[config.mk]
export PLATFORM = sky130hd
export DESIGN_NAME = feed_ab
export DESIGN_NICKNAME = d
export VERILOG_FILES = /design/src/rtl/mm_pkg.sv /design/src/rtl/feed_chan.sv /design/src/rtl/feed_ab.sv
export SDC_FILE = /design/constraint.sdc
export NUM_CORES = 1
export LEC_CHECK = 0
export CORE_AREA = 2 2 131 133
export CTS_CLUSTER_DIAMETER = 30
export DETAILED_ROUTE_END_ITERATION = 7
export DIE_AREA = 0 0 133 135
export GPL_ROUTABILITY_DRIVEN = 0
export PLACE_DENSITY = 0.87
export REMOVE_ABC_BUFFERS = 1
export SLEW_MARGIN = 30
export SYNTH_ARGS = -nofsm -noshare
export SYNTH_HDL_FRONTEND = slang
export SYNTH_SLANG_ARGS = --single-unit
[constraint.sdc]
create_clock -name clk -period 4.1 [get_ports clk]
set_clock_uncertainty 0.2 [all_clocks]
set_input_delay 0.82 -clock clk [delete_from_list [all_inputs] [get_ports clk]]
set_output_delay 0.82 -clock clk [all_outputs]
set_load 0.01 [all_outputs]
[src/rtl/mm_pkg.sv]
// ============================================================================
// Module   : mm_pkg
// Purpose  : Shared FSM state encoding and default widths for the A/B feed.
// Revision : 1.0
// ============================================================================
`default_nettype none

package mm_pkg;

    typedef enum logic [1:0] {
        ST_IDLE  = 2'd0,
        ST_RUN   = 2'd1,
        ST_DRAIN = 2'd2
    } state_t;

    localparam int c_D_WIDTH     = 64;
    localparam int c_ADDR_WIDTH  = 16;
    localparam int c_A_NUM_WIDTH = 4;
    localparam int c_B_NUM_WIDTH = 4;
    localparam int c_K_WIDTH     = 8;
    localparam int c_RD_DELAY    = 2;

endpackage

`default_nettype wire

[src/rtl/feed_chan.sv]
// ============================================================================
// Module   : feed_chan
// Purpose  : One feed channel: idx/k counters, SRAM address, read-return valid
//            pipe, FIFO write strobe. Optional stall counter (FEED_AB_STALL_CNT_EN).
// Revision : 1.0
// ============================================================================
`default_nettype none

module feed_chan
    import mm_pkg::*;
#(
    parameter int D_WIDTH    = c_D_WIDTH,
    parameter int ADDR_WIDTH = c_ADDR_WIDTH,
    parameter int NUM_WIDTH  = c_A_NUM_WIDTH,
    parameter int K_WIDTH    = c_K_WIDTH,
    parameter int RD_DELAY   = c_RD_DELAY
) (
    input  logic                  clk,
    input  logic                  rst,
    input  logic                  load,
    input  logic                  run,
    input  logic [K_WIDTH-1:0]    k_len,
    input  logic [ADDR_WIDTH-1:0] base,
    input  logic                  almost_full,
    output logic                  rd_en,
    output logic [ADDR_WIDTH-1:0] rd_addr,
    input  logic [D_WIDTH-1:0]    rd_data,
    output logic [D_WIDTH-1:0]    fifo_data,
    output logic                  fifo_wr_en,
    output logic                  fin_next,
    output logic                  pending
`ifdef FEED_AB_STALL_CNT_EN
    ,
    output logic [31:0]           stall_cnt
`endif
);

    localparam logic [RD_DELAY-1:0] c_TAIL = RD_DELAY'(1) << (RD_DELAY - 1);

    logic [NUM_WIDTH-1:0]  r_idx;
    logic [K_WIDTH-1:0]    r_k;
    logic [ADDR_WIDTH-1:0] r_base;
    logic                  r_fin;
    logic [RD_DELAY-1:0]   r_vld;
    logic                  w_last;

    assign w_last     = (r_idx == '1) && (r_k == (k_len - K_WIDTH'(1)));
    assign rd_en      = run & ~r_fin & ~almost_full;
    assign rd_addr    = r_base + ADDR_WIDTH'({r_k, r_idx});
    assign fifo_wr_en = r_vld[RD_DELAY-1];
    assign fifo_data  = fifo_wr_en ? rd_data : '0;
    assign fin_next   = r_fin | (rd_en & w_last);
    // Anything still in flight other than the read leaving the pipe this cycle.
    assign pending    = |(r_vld & ~c_TAIL);

    always_ff @(posedge clk or posedge rst) begin
        if (rst) begin
            r_idx  <= '0;
            r_k    <= '0;
            r_base <= '0;
            r_fin  <= 1'b0;
            r_vld  <= '0;
        end else begin
            r_vld <= (r_vld << 1) | RD_DELAY'(rd_en);
            if (load) begin
                r_idx  <= '0;
                r_k    <= '0;
                r_base <= base;
                r_fin  <= 1'b0;
            end else if (rd_en) begin
                r_idx <= r_idx + NUM_WIDTH'(1);
                if (r_idx == '1) begin
                    r_k <= r_k + K_WIDTH'(1);
                end
                if (w_last) begin
                    r_fin <= 1'b1;
                end
            end
        end
    end

`ifdef FEED_AB_STALL_CNT_EN
    logic [31:0] r_stall_cnt;

    always_ff @(posedge clk or posedge rst) begin
        if (rst) begin
            r_stall_cnt <= '0;
        end else if (load) begin
            r_stall_cnt <= '0;
        end else if (run && !r_fin && almost_full && (r_stall_cnt != '1)) begin
            r_stall_cnt <= r_stall_cnt + 32'd1;
        end
    end

    assign stall_cnt = r_stall_cnt;
`endif

endmodule

`default_nettype wire

[src/rtl/feed_ab.sv]
// ============================================================================
// Module   : feed_ab
// Purpose  : A/B stream source: reads A by column and B by row from SRAM and
//            writes them into the A/B FIFOs. Option: FEED_AB_STALL_CNT_EN.
// Revision : 1.0
// ============================================================================
`default_nettype none

module feed_ab
    import mm_pkg::*;
#(
    parameter int D_WIDTH     = c_D_WIDTH,
    parameter int ADDR_WIDTH  = c_ADDR_WIDTH,
    parameter int A_NUM_WIDTH = c_A_NUM_WIDTH,
    parameter int B_NUM_WIDTH = c_B_NUM_WIDTH,
    parameter int K_WIDTH     = c_K_WIDTH,
    parameter int RD_DELAY    = c_RD_DELAY
) (
    input  logic                  clk,
    input  logic                  rst,
    input  logic                  start,
    input  logic [K_WIDTH-1:0]    k_len,
    input  logic [ADDR_WIDTH-1:0] base_A,
    input  logic [ADDR_WIDTH-1:0] base_B,
    output logic                  busy,
    output logic                  done,
    output logic                  rd_en_A,
    output logic [ADDR_WIDTH-1:0] rd_addr_A,
    input  logic [D_WIDTH-1:0]    rd_data_A,
    output logic                  rd_en_B,
    output logic [ADDR_WIDTH-1:0] rd_addr_B,
    input  logic [D_WIDTH-1:0]    rd_data_B,
    output logic [D_WIDTH-1:0]    data_A_FIFO_out,
    output logic                  wr_en_A_FIFO_out,
    input  logic                  almost_full_A_FIFO_in,
    output logic [D_WIDTH-1:0]    data_B_FIFO_out,
    output logic                  wr_en_B_FIFO_out,
    input  logic                  almost_full_B_FIFO_in
`ifdef FEED_AB_STALL_CNT_EN
    ,
    output logic [31:0]           stall_cnt_A,
    output logic [31:0]           stall_cnt_B
`endif
);

    state_t               r_state;
    state_t               w_state_nxt;
    logic                 r_done;
    logic                 w_done_nxt;
    logic [K_WIDTH-1:0]   r_k_len;
    logic                 w_start;
    logic                 w_run;
    logic                 w_fin_a;
    logic                 w_fin_b;
    logic                 w_pend_a;
    logic                 w_pend_b;

    assign w_start = start && (r_state == ST_IDLE);
    assign w_run   = (r_state == ST_RUN);
    assign busy    = (r_state != ST_IDLE);
    assign done    = r_done;

    always_comb begin
        w_state_nxt = r_state;
        w_done_nxt  = 1'b0;
        case (r_state)
            ST_IDLE: begin
                if (w_start) begin
                    if (k_len != '0) begin
                        w_state_nxt = ST_RUN;
                    end else begin
                        w_done_nxt = 1'b1;
                    end
                end
            end
            ST_RUN: begin
                // Leave on the cycle the last read issues so done lands at L+RD_DELAY+1.
                if (w_fin_a && w_fin_b) begin
                    w_state_nxt = ST_DRAIN;
                end
            end
            ST_DRAIN: begin
                if (!w_pend_a && !w_pend_b) begin
                    w_state_nxt = ST_IDLE;
                    w_done_nxt  = 1'b1;
                end
            end
            default: w_state_nxt = ST_IDLE;
        endcase
    end

    always_ff @(posedge clk or posedge rst) begin
        if (rst) begin
            r_state <= ST_IDLE;
            r_done  <= 1'b0;
            r_k_len <= '0;
        end else begin
            r_state <= w_state_nxt;
            r_done  <= w_done_nxt;
            if (w_start) begin
                r_k_len <= k_len;
            end
        end
    end

    feed_chan #(
        .D_WIDTH    (D_WIDTH),
        .ADDR_WIDTH (ADDR_WIDTH),
        .NUM_WIDTH  (A_NUM_WIDTH),
        .K_WIDTH    (K_WIDTH),
        .RD_DELAY   (RD_DELAY)
    ) u_chan_a (
        .clk         (clk),
        .rst         (rst),
        .load        (w_start),
        .run         (w_run),
        .k_len       (r_k_len),
        .base        (base_A),
        .almost_full (almost_full_A_FIFO_in),
        .rd_en       (rd_en_A),
        .rd_addr     (rd_addr_A),
        .rd_data     (rd_data_A),
        .fifo_data   (data_A_FIFO_out),
        .fifo_wr_en  (wr_en_A_FIFO_out),
        .fin_next    (w_fin_a),
        .pending     (w_pend_a)
`ifdef FEED_AB_STALL_CNT_EN
        ,
        .stall_cnt   (stall_cnt_A)
`endif
    );

    feed_chan #(
        .D_WIDTH    (D_WIDTH),
        .ADDR_WIDTH (ADDR_WIDTH),
        .NUM_WIDTH  (B_NUM_WIDTH),
        .K_WIDTH    (K_WIDTH),
        .RD_DELAY   (RD_DELAY)
    ) u_chan_b (
        .clk         (clk),
        .rst         (rst),
        .load        (w_start),
        .run         (w_run),
        .k_len       (r_k_len),
        .base        (base_B),
        .almost_full (almost_full_B_FIFO_in),
        .rd_en       (rd_en_B),
        .rd_addr     (rd_addr_B),
        .rd_data     (rd_data_B),
        .fifo_data   (data_B_FIFO_out),
        .fifo_wr_en  (wr_en_B_FIFO_out),
        .fin_next    (w_fin_b),
        .pending     (w_pend_b)
`ifdef FEED_AB_STALL_CNT_EN
        ,
        .stall_cnt   (stall_cnt_B)
`endif
    );

endmodule

`default_nettype wire

; After elaboration in Yosys (flattened, before gate mapping)
; Index checks and enable logic that the tools add are counted.
[word_totals]
regBits = 73
in_bits = 173
output_inout_bits = 166
wordCells = 92
[classes]
n_addsub = 7
eq_ne = 10
mux = 27
bitwise = 14
n_reduce_logical = 21
[ops]
columns = op, count
row1 = 2-to-1 mux 64 bit, 2
row2 = 2-to-1 mux 8 bit, 6
row3 = adder 16 x 12 -> 16 bit, 2
row4 = adder 8 x 1 -> 8 bit (second input constant), 2
row5 = == test 8 bit, 2
row6 = 2-to-1 mux 4 bit, 4
row7 = nonzero test 2 bit, 7
row8 = 2-to-1 mux 1 bit, 9
row9 = adder 4 x 1 -> 4 bit (second input constant), 2
row10 = == test 4 bit (second input constant), 2
row11 = 2-to-1 mux 2 bit, 4
row12 = AND reduction 2 bit, 4
row13 = nonzero test 8 bit, 1
row14 = subtractor 8 x 1 -> 8 bit (second input constant), 1
row15 = AND 1 bit, 6
row16 = case mux 2 bit (3 select lines), 1
row17 = logical AND 1 bit, 5
row18 = != test 2 x 1 -> 1 bit (second input constant), 2
row19 = != test 2 bit (second input constant), 2
row20 = NOT 1 bit, 4
row21 = OR 2 x 1 -> 2 bit, 2
row22 = AND reduction 4 bit, 1
row23 = == test 2 x 1 -> 1 bit (second input constant), 1
row24 = == test 2 bit (second input constant), 1
row25 = 4 further kinds, 6

; Longest topological paths before layout
[depth]
word_depth = 8
ltp_mapped = 9
ltp_nobuf = 9

; Modules after synthesis
; A second synthesis with hierarchy kept.
[unflattened]
hier_cells = 615
hier_area_um2 = 5620.4
[modules_own_cells]
columns = module, n_inst, cells_per_inst, area_each_um2, seq_area_each_um2
row1 = feed_chan (u_chan_b), 1, 296, 2588.7, 775.7
row2 = feed_chan (u_chan_a), 1, 284, 2560.0, 775.7
row3 = feed_ab, 1, 35, 471.7, 275.3

; Worst setup path after synthesis
; OpenSTA, ideal clock, no wires.
[synth_path]
kind = reg-to-output
from = reg u_chan_b.r_idx[0]
to = out rd_addr_B[10]
arrival_time_ns = 2.164
t_required_ns = 3.080
path_slack_ns = 0.916
stages_incl_launch_ff = 10
path_buffers = 0
cell_sequence = dfrtp_1 -> ha_1 -> inv_1 -> fa_1 -> nor2b_1 -> o21ai_0 -> a21boi_0 -> o211ai_1 -> a211o_1 -> o311ai_0
[synth_between]
elab_chain_len = 1
[synth_lines]
columns = element, line_no
row1 = "start, declared", feed_chan.sv:40  ; logic [NUM_WIDTH-1:0] r_idx;
row2 = "start signal, assigned", feed_chan.sv:71  ; r_idx <= r_idx + NUM_WIDTH'(1);
row3 = adder 16 x 12 -> 16 bit, feed_chan.sv:49  ; assign rd_addr = r_base + ADDR_WIDTH'({r_k, r_idx});
row4 = "end, declared", feed_ab.sv:31  ; output logic [ADDR_WIDTH-1:0] rd_addr_B,
; No other way between the ends.

; Worst setup path after layout
[layout_path]
from = reg u_chan_a.r_idx[0]
to = out rd_addr_A[10]
[layout_between]
elab_chain_len = 1
[layout_lines]
columns = element, line_no
row1 = "start, declared", feed_chan.sv:40
row2 = "start signal, assigned", feed_chan.sv:71
row3 = adder 16 x 12 -> 16 bit, feed_chan.sv:49
row4 = "end, declared", feed_ab.sv:28  ; output logic [ADDR_WIDTH-1:0] rd_addr_A,
; No other way between the ends.

==> flow_metrics.tcl <==
set metrics [dict create \
    outcome "finished, final reports clean" \
    combPwrFrac 0.480 \
    total_power_uw 3510 \
    start_util 0.345 \
    core_area_um2 16400 \
    synth_seq_area_share 0.323 \
    final_cell_mix "clkdlybuf4s50_1, and2_1, dfrtp_1" \
    grt_max_degree 66 \
    synthToLayoutAreaGrowth_pct 71.0 \
    cellPowerDensity_nw_per_um2 363 \
    dpl.hpwl_mm 18.7 \
    fin_cells 1209 \
    num_vias 5979 \
    synth_compound_area_frac 0.126 \
    yosysUniqueCellTypes 62 \
    hold_class "flop to flop" \
    p_clk_frac 0.244 \
    yosysTopAreaCellShare 0.323 \
    cts_inserted_buffers 9 \
    drive_gt1_frac 0.0772 \
    grt_usage 0.245 \
    wl_per_cell_um 18.7 \
    clock_sinks 73 \
    whs_ps 197 \
    cts-root-buf "clkbuf_16" \
    max_cap_viol_count 0 \
    synth_top_family_by_area "simple AND/OR/NAND/NOR gates" \
    setup.worst_path.end_class "output pin" \
    cts_htree_levels 3 \
    final_util 0.589 \
    clk_pin_slew_ps 60 \
    synthArstFlopShare 1.00 \
    synth_edf_count 0 \
    synth_flop_cell "dfrtp_1" \
    p_switching_uw 1190 \
    finalMaxSlewViolations 0 \
    fp.dieH_um 135 \
    hold_viol 0 \
    final_nets 1184 \
    synth.area.mux_share 0.0672 \
    clockBufferDepth 2 \
    synth_area_per_cell_um2 8.73 \
    synth_warnings 0 \
    synth-simple-area-share 0.288 \
    critPathMaxFanout 4 \
    grt_pass1_vias 5789 \
    cts_tree "done" \
    portBuffers 338 \
    final_common_cell "clkdlybuf4s50_1" \
    yosys-top-cells-area "dfrtp_1, and2_1, ha_1, mux2_2, xor2_1" \
    setup_tns_ps 0 \
    hold_buffers 0 \
    synth_xor_area_frac 0.0805 \
    ioPinCount 339 \
    internal_power_uw 2320 \
    relSlewSlack 0.455 \
    max_freq_ghz 0.253 \
    synth_top_cell_by_area "dfrtp_1" \
    syn_area_um2 5660 \
    drt_wl_total_mm 22.7 \
    grt_pass1_wl_mm 33.6 \
    antenna_found_initial 7 \
    drcViolationCount 0 \
    final_antenna_net_count 0 \
    ys_ff_latch 73 \
    crit_required_ps 3080 \
    rows 47 \
    fp.dieW_um 133 \
    synthCells 648 \
    dieArea_um2 18000 \
    gr-total-overflow 0 \
    pwr-share-seq 0.276 \
    criticalPathCategory "flop to output pin" \
    synthAdderAreaFrac 0.0712 \
    peakVddDrop_v 0.000451 \
    fin_crit_ps 3950 \
    drt_iter0_drc 402 \
    first_pass_iters 5 \
    insertion_delay_ps 340 \
    setup_viol 0 \
    cp.arrival_ps 2930 \
    worst_pin_slew_ps 817 \
    routed_via_density 4.95 \
    switching_share 0.339 \
    dpl.cell_count 1182 \
    min_period_over_period 0.963 \
    p_leak_uw 0.00404 \
    start_kind "flop" \
]
==> cells by family after synthesis <==
kind of cell,Yosys count
xor+xnor,52
flops,73
mux,34
simple gates,286
compound gates,110
buf+inv,62
fa+ha+maj,31
==> what timing repair did <==
| item | 4_1_cts | 5_1_grt |
|---|---|---|
| buffers inserted | 0 | 7 |
| gates resized for setup | 3 | 9 |
| pin swaps | 2 | 4 |
| setup endpoints to repair | 4 | 11 |
| endpoints found under the hold margin | 0 | 0 |
==> registers in the layout, indices dropped and copies added (netlist names) <==
name / count
u_chan_a.r_base: 16
u_chan_b.r_base: 16
r_k_len: 8
u_chan_a.r_k: 8
u_chan_b.r_k: 8
u_chan_a.r_idx: 4
u_chan_b.r_idx: 4
r_state: 2
u_chan_a.r_vld: 2
u_chan_b.r_vld: 2
done: 1
u_chan_a.r_fin: 1
u_chan_b.r_fin: 1
==> final timing paths <==
check,depth (start not counted),slack [ps],start,endpoint
max,10,150,u_chan_a.r_idx[0]$_DFFE_PP0P_,rd_addr_A[10]
min,0,200,u_chan_b.r_vld[0]$_DFF_PP0_,u_chan_b.r_vld[1]$_DFF_PP0_
max reg2reg,8,1240,r_k_len[0]$_DFFE_PP0P_,r_state[0]$_DFFE_PP0P_
min reg2reg,0,200,u_chan_b.r_vld[0]$_DFF_PP0_,u_chan_b.r_vld[1]$_DFF_PP0_
max in group asynchronous,3,2250,rst,u_chan_a.r_base[13]$_DFFE_PP0P_
min in group asynchronous,2,760,rst,u_chan_b.r_base[1]$_DFFE_PP0P_
==> cell type report <==
type                            count  area [um2]
Fill cell                        1408        6740
Multi-Input combinational cell    513        3600
Timing Repair Buffer              351        3510
Sequential cell                    73        1830
Tap cell                          220         275
Clock buffer                       12         246
Inverter                           32         120
Clock inverter                      4        76.3
Antenna cell                        4        10.0
==> stage by stage <==
step	instance area, um2	worst slack, ps
6_report	9670	150
5_1_grt	9670	-11.5
4_1_cts	9590	3.10
3_5_place_dp	9270	256
3_3_place_gp	9270	332
2_1_floorplan	5530	-121
==> power by group through the flow <==
| stage | logic, uW | registers, uW | clock network [uW] |
|---|---|---|---|
| after floorplan | 827 | 947 | 0 |
| after global placement | 1580 | 965 | 0 |
| after detailed placement | 1620 | 976 | 0 |
| after CTS | 1640 | 965 | 871 |
| after global routing | 1830 | 982 | 905 |
| final | 1680 | 967 | 855 |
==> synth_stat cells (3+ instances only) <==
| cell | n |
|---|---|
| a21o_1 | 4 |
| a21oi_1 | 24 |
| a31oi_1 | 3 |
| and2_1 | 129 |
| and3_1 | 4 |
| buf_1 | 5 |
| clkbuf_1 | 22 |
| dfrtp_1 | 73 |
| ha_1 | 29 |
| inv_1 | 32 |
| mux2_2 | 32 |
| nand2_1 | 30 |
| nand2b_1 | 5 |
| nand3_1 | 16 |
| nand4_1 | 7 |
| nor2_1 | 48 |
| nor2b_1 | 3 |
| nor3_1 | 12 |
| nor4_1 | 3 |
| nor4b_1 | 3 |
| o2111ai_1 | 4 |
| o211ai_1 | 3 |
| o21a_1 | 11 |
| o21ai_0 | 35 |
| o21bai_1 | 5 |
| or2_2 | 5 |
| or3_1 | 4 |
| or4_1 | 5 |
| xnor2_1 | 25 |
| xor2_1 | 27 |
==> routing by layer <==
| layer | track usage | part of all wire | vias up |
|---|---|---|---|
| met5 | 0 | 0.0017 | - |
| met4 | 0.0741 | 0.026 | 6 |
| met3 | 0.0908 | 0.092 | 34 |
| met2 | 0.427 | 0.50 | 273 |
| met1 | 0.282 | 0.38 | 2778 |
| li1 | - | - | 2888 |
==> worst max-delay path: stages (launching register included) <==
cell and delay, ps:
dfrtp_1 400, ha_1 190, inv_1 60, fa_1 400, nor2b_1 120, o21ai_0 110, a21boi_1 270, o21a_1 180
o21a_1 150, o211a_1 180, clkdlybuf4s50_1 540
(Power assumes the default switching activity.)
